[src/rtl/game_pkg.sv]
// Shared game-flow constants: screen-mode encodings, charge limit and BCD score
// ceiling. The display path decodes the same mode values.
package game_pkg;

  typedef enum logic [2:0] {
    MODE_TITLE = 3'b000,
    MODE_GAME  = 3'b001,
    MODE_INBET = 3'b010,
    MODE_WIN   = 3'b011,
    MODE_GOVER = 3'b100
  } mode_t;

  localparam logic [2:0]  MAX_CHARGE = 3'd5;
  localparam logic [11:0] BCD_MAX    = 12'h999;

  // Larger of two integers; used to size the shared frame-count timers.
  function automatic int max2(input int a, input int b);
    return (a > b) ? a : b;
  endfunction

endpackage

[src/rtl/game_mode_ctrl_if.sv]
// Signal bundle between the game-flow controller and its surroundings: frame
// sync, player buttons and gameplay events in, display/bookkeeping state out.
interface game_mode_ctrl_if;

  logic        vsync;
  logic        start_btn;
  logic        fire_btn;
  logic        kill_evt;
  logic        hit_evt;
  logic [2:0]  mode;
  logic [2:0]  level;
  logic [11:0] score;
  logic [2:0]  charge_count;
  logic [1:0]  lives;
  logic        shot_fire;

  // Driving side: sync generator, buttons and collision logic.
  modport master (
    output vsync, start_btn, fire_btn, kill_evt, hit_evt,
    input  mode, level, score, charge_count, lives, shot_fire
  );

  // Controller side.
  modport slave (
    input  vsync, start_btn, fire_btn, kill_evt, hit_evt,
    output mode, level, score, charge_count, lives, shot_fire
  );

endinterface

[src/rtl/game_mode_ctrl_bcd3_incr.sv]
// Three-digit BCD incrementer. Carries digit to digit and sticks at 999,
// raising sat when the input is already at the ceiling.
module bcd3_incr
  import game_pkg::*;
(
  input  logic [11:0] bcd_in,
  output logic [11:0] bcd_out,
  output logic        sat
);

  logic [3:0] d0, d1, d2;

  assign d0  = bcd_in[3:0];
  assign d1  = bcd_in[7:4];
  assign d2  = bcd_in[11:8];
  assign sat = (bcd_in == BCD_MAX);

  // Ripple the +1 through the digits, wrapping a 9 to 0 and carrying on.
  always_comb begin
    // NOTE: every output of a combinational block gets a default first, so no
    // path leaves it unassigned and no latch is inferred.
    bcd_out = bcd_in;
    if (!sat) begin
      if (d0 != 4'd9) begin
        bcd_out[3:0] = d0 + 4'd1;
      end else begin
        bcd_out[3:0] = 4'd0;
        if (d1 != 4'd9) begin
          bcd_out[7:4] = d1 + 4'd1;
        end else begin
          bcd_out[7:4]  = 4'd0;
          bcd_out[11:8] = d2 + 4'd1;
        end
      end
    end
  end

endmodule

[src/rtl/game_mode_ctrl.sv]
// Game-flow controller: sequences title, play, between-level, win and
// game-over screens and keeps level, lives, BCD score and shot charge. All
// frame timing advances on the vsync falling-edge tick.
module game_mode_ctrl
  import game_pkg::*;
#(
  parameter int MAX_LEVEL       = 5,
  parameter int KILLS_PER_LEVEL = 8,
  parameter int LIVES           = 3,
  parameter int INBET_FRAMES    = 120,
  parameter int END_FRAMES      = 180,
  parameter int CHARGE_FRAMES   = 30,
  parameter int INVULN_FRAMES   = 60
) (
  input logic            clk,
  input logic            rst_n,
  game_mode_ctrl_if.slave bus
);

  localparam int TW = $clog2(max2(max2(INBET_FRAMES, END_FRAMES),
                                  max2(CHARGE_FRAMES, INVULN_FRAMES))) + 1;
  localparam int KW = $clog2(KILLS_PER_LEVEL) + 1;

  mode_t          state_q, state_d;
  logic [2:0]     level_q, level_d;
  logic [11:0]    score_q, score_d;
  logic [KW-1:0]  kills_q, kills_d;
  logic [2:0]     charge_q, charge_d;
  logic [TW-1:0]  ctmr_q, ctmr_d;
  logic [TW-1:0]  inv_q, inv_d;
  logic [TW-1:0]  frame_q, frame_d;
  logic [1:0]     lives_q, lives_d;
  logic           shot_q, shot_d;

  logic           vs_q, start_q, fire_q;
  logic           tick, start_edge, fire_edge;
  logic           refill, fire_ok, fatal, cleared;
  logic [11:0]    score_inc;
  logic           score_sat;

  assign tick       = vs_q & ~bus.vsync;
  assign start_edge = bus.start_btn & ~start_q;
  assign fire_edge  = bus.fire_btn & ~fire_q;

  bcd3_incr u_score_incr (
    .bcd_in  (score_q),
    .bcd_out (score_inc),
    .sat     (score_sat)
  );

  // Delayed copies of vsync and the buttons for edge detection.
  always_ff @(posedge clk) begin
    // NOTE: the reset is sampled on the clock edge here, so it takes effect
    // only at the next rising edge and wins over every event in that cycle.
    if (!rst_n) begin
      vs_q    <= 1'b0;
      start_q <= 1'b0;
      fire_q  <= 1'b0;
    end else begin
      // NOTE: state registers use non-blocking assignments so all flops update
      // together from the values present before the edge.
      vs_q    <= bus.vsync;
      start_q <= bus.start_btn;
      fire_q  <= bus.fire_btn;
    end
  end

  // State and bookkeeping registers.
  always_ff @(posedge clk) begin
    if (!rst_n) begin
      state_q  <= MODE_TITLE;
      level_q  <= '0;
      score_q  <= '0;
      kills_q  <= '0;
      charge_q <= '0;
      ctmr_q   <= '0;
      inv_q    <= '0;
      frame_q  <= '0;
      lives_q  <= '0;
      shot_q   <= 1'b0;
    end else begin
      state_q  <= state_d;
      level_q  <= level_d;
      score_q  <= score_d;
      kills_q  <= kills_d;
      charge_q <= charge_d;
      ctmr_q   <= ctmr_d;
      inv_q    <= inv_d;
      frame_q  <= frame_d;
      lives_q  <= lives_d;
      shot_q   <= shot_d;
    end
  end

  // Next-state and bookkeeping: screen sequencing, score, lives, charge, fire.
  always_comb begin
    state_d  = state_q;
    level_d  = level_q;
    score_d  = score_q;
    kills_d  = kills_q;
    charge_d = charge_q;
    ctmr_d   = ctmr_q;
    inv_d    = inv_q;
    frame_d  = frame_q;
    lives_d  = lives_q;
    shot_d   = 1'b0;
    refill   = 1'b0;
    fire_ok  = 1'b0;
    fatal    = 1'b0;
    cleared  = 1'b0;

    unique case (state_q)
      MODE_TITLE: begin
        if (start_edge) begin
          state_d  = MODE_GAME;
          level_d  = 3'd1;
          score_d  = '0;
          kills_d  = '0;
          charge_d = '0;
          ctmr_d   = '0;
          inv_d    = '0;
          frame_d  = '0;
          lives_d  = 2'(LIVES);
        end
      end

      MODE_GAME: begin
        // Charge refill: the timer idles at 0 while the magazine is full.
        if (charge_q == MAX_CHARGE) begin
          ctmr_d = '0;
        end else if (tick) begin
          if (ctmr_q == TW'(CHARGE_FRAMES - 1)) begin
            ctmr_d = '0;
            refill = 1'b1;
          end else begin
            ctmr_d = ctmr_q + TW'(1);
          end
        end

        fire_ok = fire_edge && (charge_q != 3'd0);
        shot_d  = fire_ok;
        if (refill && !fire_ok) begin
          charge_d = charge_q + 3'd1;
        end else if (!refill && fire_ok) begin
          charge_d = charge_q - 3'd1;
        end

        // Invulnerability window: hits only land while the timer is idle.
        if (tick && inv_q != '0) begin
          inv_d = inv_q - TW'(1);
        end
        if (bus.hit_evt && inv_q == '0) begin
          lives_d = lives_q - 2'd1;
          inv_d   = TW'(INVULN_FRAMES);
          fatal   = (lives_q == 2'd1);
        end

        if (bus.kill_evt) begin
          if (!score_sat) begin
            score_d = score_inc;
          end
          kills_d = kills_q + KW'(1);
          cleared = (kills_q == KW'(KILLS_PER_LEVEL - 1));
        end

        // A fatal hit outranks a level clear landing in the same cycle.
        if (fatal) begin
          state_d = MODE_GOVER;
          frame_d = '0;
        end else if (cleared) begin
          state_d = (level_q == 3'(MAX_LEVEL)) ? MODE_WIN : MODE_INBET;
          frame_d = '0;
        end
      end

      MODE_INBET: begin
        if (tick) begin
          frame_d = frame_q + TW'(1);
        end
        if (start_edge || (tick && frame_q == TW'(INBET_FRAMES - 1))) begin
          state_d  = MODE_GAME;
          level_d  = level_q + 3'd1;
          kills_d  = '0;
          charge_d = '0;
          ctmr_d   = '0;
          inv_d    = '0;
          frame_d  = '0;
        end
      end

      MODE_WIN, MODE_GOVER: begin
        if (tick) begin
          frame_d = frame_q + TW'(1);
        end
        if (start_edge || (tick && frame_q == TW'(END_FRAMES - 1))) begin
          state_d = MODE_TITLE;
          level_d = '0;
          frame_d = '0;
        end
      end

      default: begin
        state_d = MODE_TITLE;
      end
    endcase
  end

  assign bus.mode         = state_q;
  assign bus.level        = level_q;
  assign bus.score        = score_q;
  assign bus.charge_count = charge_q;
  assign bus.lives        = lives_q;
  assign bus.shot_fire    = shot_q;

endmodule
[src/flat_wrapper.sv]
// flat-port wrapper written by rule: the top's interface ports become plain ports
module game_mode_ctrl_flat import game_pkg::*;
#(
  parameter int MAX_LEVEL       = 5,
  parameter int KILLS_PER_LEVEL = 8,
  parameter int LIVES           = 3,
  parameter int INBET_FRAMES    = 120,
  parameter int END_FRAMES      = 180,
  parameter int CHARGE_FRAMES   = 30,
  parameter int INVULN_FRAMES   = 60
)
  (clk, rst_n, bus_vsync, bus_start_btn, bus_fire_btn, bus_kill_evt, bus_hit_evt, bus_mode, bus_level, bus_score, bus_charge_count, bus_lives, bus_shot_fire);
  game_mode_ctrl_if bus_i ();
  input logic clk;
  input logic rst_n;
  input wire logic [$bits(bus_i.vsync)-1:0] bus_vsync;
  input wire logic [$bits(bus_i.start_btn)-1:0] bus_start_btn;
  input wire logic [$bits(bus_i.fire_btn)-1:0] bus_fire_btn;
  input wire logic [$bits(bus_i.kill_evt)-1:0] bus_kill_evt;
  input wire logic [$bits(bus_i.hit_evt)-1:0] bus_hit_evt;
  output wire logic [$bits(bus_i.mode)-1:0] bus_mode;
  output wire logic [$bits(bus_i.level)-1:0] bus_level;
  output wire logic [$bits(bus_i.score)-1:0] bus_score;
  output wire logic [$bits(bus_i.charge_count)-1:0] bus_charge_count;
  output wire logic [$bits(bus_i.lives)-1:0] bus_lives;
  output wire logic [$bits(bus_i.shot_fire)-1:0] bus_shot_fire;
  assign bus_i.vsync = bus_vsync;
  assign bus_i.start_btn = bus_start_btn;
  assign bus_i.fire_btn = bus_fire_btn;
  assign bus_i.kill_evt = bus_kill_evt;
  assign bus_i.hit_evt = bus_hit_evt;
  assign bus_mode = bus_i.mode;
  assign bus_level = bus_i.level;
  assign bus_score = bus_i.score;
  assign bus_charge_count = bus_i.charge_count;
  assign bus_lives = bus_i.lives;
  assign bus_shot_fire = bus_i.shot_fire;
  game_mode_ctrl #(.MAX_LEVEL(MAX_LEVEL), .KILLS_PER_LEVEL(KILLS_PER_LEVEL), .LIVES(LIVES), .INBET_FRAMES(INBET_FRAMES), .END_FRAMES(END_FRAMES), .CHARGE_FRAMES(CHARGE_FRAMES), .INVULN_FRAMES(INVULN_FRAMES)) u_core (.clk(clk), .rst_n(rst_n), .bus(bus_i));
endmodule
[config.mk]
export PLATFORM = sky130hd
export DESIGN_NAME = game_mode_ctrl_flat
export DESIGN_NICKNAME = d
export VERILOG_FILES = /design/src/rtl/game_pkg.sv /design/src/rtl/game_mode_ctrl_if.sv /design/src/rtl/game_mode_ctrl_bcd3_incr.sv /design/src/rtl/game_mode_ctrl.sv /design/src/flat_wrapper.sv
export SDC_FILE = /design/constraint.sdc
export NUM_CORES = 1
export LEC_CHECK = 0
export BUFFER_PORTS_ARGS = -buffer_cell sky130_fd_sc_hd__clkbuf_2
export CAP_MARGIN = 10
export CORE_MARGIN = 1.5
export CORE_UTILIZATION = 30
export DETAILED_ROUTE_END_ITERATION = 12
export GPL_ROUTABILITY_DRIVEN = 0
export PLACE_DENSITY = 0.42
export SYNTH_ARGS = -nofsm -noshare
export SYNTH_HDL_FRONTEND = slang
export SYNTH_SLANG_ARGS = --single-unit
export TNS_END_PERCENT = 5
[constraint.sdc]
create_clock -name clk -period 2.8 [get_ports clk]
set_input_delay 0 -clock clk [delete_from_list [all_inputs] [get_ports clk]]
set_output_delay 0 -clock clk [all_outputs]
set_load 0.05 [all_outputs]
==> flow_metrics.py <==
metrics = {
    "status": {
        "status": "completed",
    },
    "clocking": {
        "insertion_delay_ps": 350,
        "cts_sinks": 58,
        "cts_setup_buffers": 0,
        "cts_buffer_depth": 2,
        "cts_tree": "built",
        "cts.clk_slew.worst_paths_ps": 80,
        "cts_made_buffers": 9,
        "root_buffer": "clkbuf_8",
        "hold_buffers": 3,
        "ctsResizeCount": 0,
        "htreeDepth": 3,
    },
    "grt": {
        "antenna_found_initial": 0,
        "grt_max_degree": 29,
        "grt_pass1_vias": 2939,
        "grtUsageTotal": 0.154,
        "grt_pass1_wl_um": 14200,
        "globalRouteOverflowTotal": 0,
    },
    "worst_setup_path": {
        "worst_r2r_startpoint": "u_core.ctmr_q[2]",
        "worst_path_max_delay_cell": "or3_1",
        "cp_cell_sequence": "nand3_1, nand4bb_1, or3_1, inv_1, fa_1, a2111oi_0, a311o_1",
        "worstSetupPathType": "flop to flop",
        "max_stage_delay_ps": 440,
        "end_kind": "flop",
        "critPathMaxFanout": 6,
        "arrival_ps": 2760,
        "worst_ep_required_time_ps": 3090,
        "path_buf_inv": 1,
        "critPathLaunch": "u_core.ctmr_q[2]",
        "start_kind": "flop",
        "crit_family": "simple AND/OR/NAND/NOR gates",
    },
    "sta": {
        "drv_slew": 0,
        "final.setup_skew_ps": 10.8,
        "final-hold-violation-count": 0,
        "post-route-period-util": 0.880,
        "finalSetupTns_ps": 0,
        "rsz0062_at_grt": "no",
        "worstMarginPinSlew_ps": 679,
        "setup_violations": 0,
        "maxSlewHeadroom": 0.547,
        "timing.hold.ws_ps": 18.2,
        "clock.fmax_mhz": 406,
        "min_period_ps": 2460,
    },
    "job": {
        "cap_violations": 0,
    },
    "place": {
        "dp.cells": 571,
        "dpl_cell_area_um2": 3740,
        "portBuffers": 30,
        "hpwl_um": 6090,
    },
    "floorplanning": {
        "io_pins": 31,
        "rows": 38,
        "coreArea_um2": 10900,
        "start_util": 0.309,
        "die_h_um": 109,
        "die_area_um2": 11900,
        "die_w_um": 109,
    },
    "logic_synthesis": {
        "yosys.area_share.simple": 0.321,
        "synth_commonest_cells": "dfxtp_1 (58), nor2_1 (40), nand2_1 (23)",
        "yosysWarnings": 0,
        "syn_inst": 402,
        "synth-main-ff-cell": "dfxtp_1",
        "synth-edff-count": 0,
        "synth_top_family_by_area": "simple AND/OR/NAND/NOR gates",
        "synth_most_common_cell": "dfxtp_1",
        "ys_seq_area_frac": 0.345,
        "async_flop_share": 0,
        "yosysTopAreaCellShare": 0.345,
        "synth.largest_area_cell": "dfxtp_1",
        "ys_top_cells_by_area": "dfxtp_1 (34%), ha_1 (5.2%), nor2_1 (4.5%)",
        "synth_xor_area_frac": 0.0312,
        "yosysUniqueCellTypes": 70,
        "avgSynthCellArea_um2": 8.38,
        "synth_nets": 424,
        "synth_mux_area_frac": 0.00297,
        "synthesis.area_um2": 3370,
        "synth_fa_ha_area_frac": 0.0579,
        "ys_seq_elements": 58,
        "synth_compound_area_frac": 0.201,
    },
    "route": {
        "viasPerCell": 5.24,
        "route.vias.total": 3090,
        "drt-initial-drc-count": 122,
        "wl_um": 8560,
        "ant_nets": 0,
        "drc": 0,
        "dr.pass1.iters": 5,
        "avgRoutedWirePerCell_um": 14.5,
    },
    "cells_and_area": {
        "final_nets": 467,
        "n_fill_cell": 1131,
        "antenna_cells": 0,
        "ff_latch_area_um2": 1160,
        "multiInputGateArea_um2": 2070,
        "fin_area_um2": 3950,
        "area.growth.synth_to_final_pct": 17.3,
        "final_cells": 590,
        "layout-drive-gt1-share": 0.171,
    },
    "power": {
        "p_clk_frac": 0.326,
        "seq_power_share": 0.404,
        "power_density_nw_per_um2": 590,
        "swShare": 0.353,
        "vdd_drop_max_uv": 306,
        "p_leak_uw": 0.00156,
        "internal-power_uw": 1510,
        "pwr-share-comb": 0.270,
        "total_power_uw": 2330,
        "netSwitchingPower_uw": 824,
    },
    "hold_path": {
        "hold_path.class": "input port to flop",
        "holdCritStartpoint": "bus_kill_evt",
    },
}
==> cells by family after synthesis <==
kind of cell	after synthesis
AOI/OAI and AO/OA	95
adders and majority gates	15
DFF	58
and+or+nand+nor	186
buffers and inverters	35
muxes	1
xor gates and xnor gates	12
==> stage by stage <==
stage / worst slack, ps / utilization
after floorplan: 343 / -
after global placement: 467 / 0.343
after detailed placement: 329 / 0.343
after CTS: 325 / 0.363
after global routing: 88.0 / 0.363
final: 337 / 0.363
==> power by group through the flow <==
stage               Clock [uW]  Combinational, uW  Sequential, uW
finish                     761                630             941
global placement             0                635             959
CTS                        799                636             941
global route               833                701             953
floorplan                    0                400            1020
detailed placement           0                630             960
==> tightest hold or removal path: cells and delay by family <==
family,cells,cell delay [ps]
AO/OA/AOI/OAI,1,110
buffers and inverters,1,140
AND/OR/NAND/NOR,1,70
==> state kept, by name (all words and copies together), names as in the netlist <==
register	count
u_core.bus.charge_count	3
u_core.inv_q	9
u_core.fire_q	1
u_core.bus.level	3
u_core.vs_q	1
u_core.frame_q	9
u_core.start_q	1
u_core.kills_q	4
u_core.bus.lives	2
u_core.ctmr_q	9
u_core.bus.shot_fire	1
u_core.bus.mode	3
u_core.bus.score	12
==> worst paths after layout <==
kind	to	slack, ps	depth (start not counted)
setup / recovery	u_core.bus.charge_count[1]	340	7
hold / removal	u_core.kills_q[1]	20	3
setup reg to reg	u_core.bus.charge_count[1]	340	7
hold reg to reg	u_core.frame_q[1]	480	2
==> layout make-up <==
type	count	area share
Clock buffer	10	0.0323
Timing Repair Buffer	48	0.0741
Multi-Input combinational cell	309	0.523
Inverter	19	0.0180
Clock inverter	6	0.0146
Sequential cell	58	0.294
Tap cell	140	0.0443
==> routing by layer <==
layer  vias to the layer above  global-route usage  routed length (um)
met3                        13              0.0406                 355
met2                        55               0.249                3940
li1                       1581                   -                   -
met4                         0              0.0602                 148
met1                      1441               0.195                4120
met5                         -                   0                   0
==> cell usage in the layout (no fill, tap or decap), types with 3 or more instances in the layout <==
cell,count
nor3b_1,11
o31ai_1,5
and3b_1,3
xor2_1,4
clkinv_2,4
inv_1,18
dfxtp_1,58
o21a_1,3
a211o_1,4
and4_1,3
clkbuf_2,30
a21oi_1,22
nor2_1,40
or3_1,9
o211ai_1,3
a221o_1,4
and3_1,16
nor3_1,14
nand4_1,4
or2_2,3
xnor2_1,8
a2111oi_0,3
nor4_1,4
nand3b_1,6
o21ai_0,20
and2_1,4
nand3_1,17
nand2_1,23
a211oi_1,5
nor2b_1,3
clkbuf_8,9
or4_1,4
or4b_1,3
nand2b_1,5
dlygate4sd3_1,3
buf_4,15
ha_1,14
Note: power is estimated with default switching activity, not from simulation.
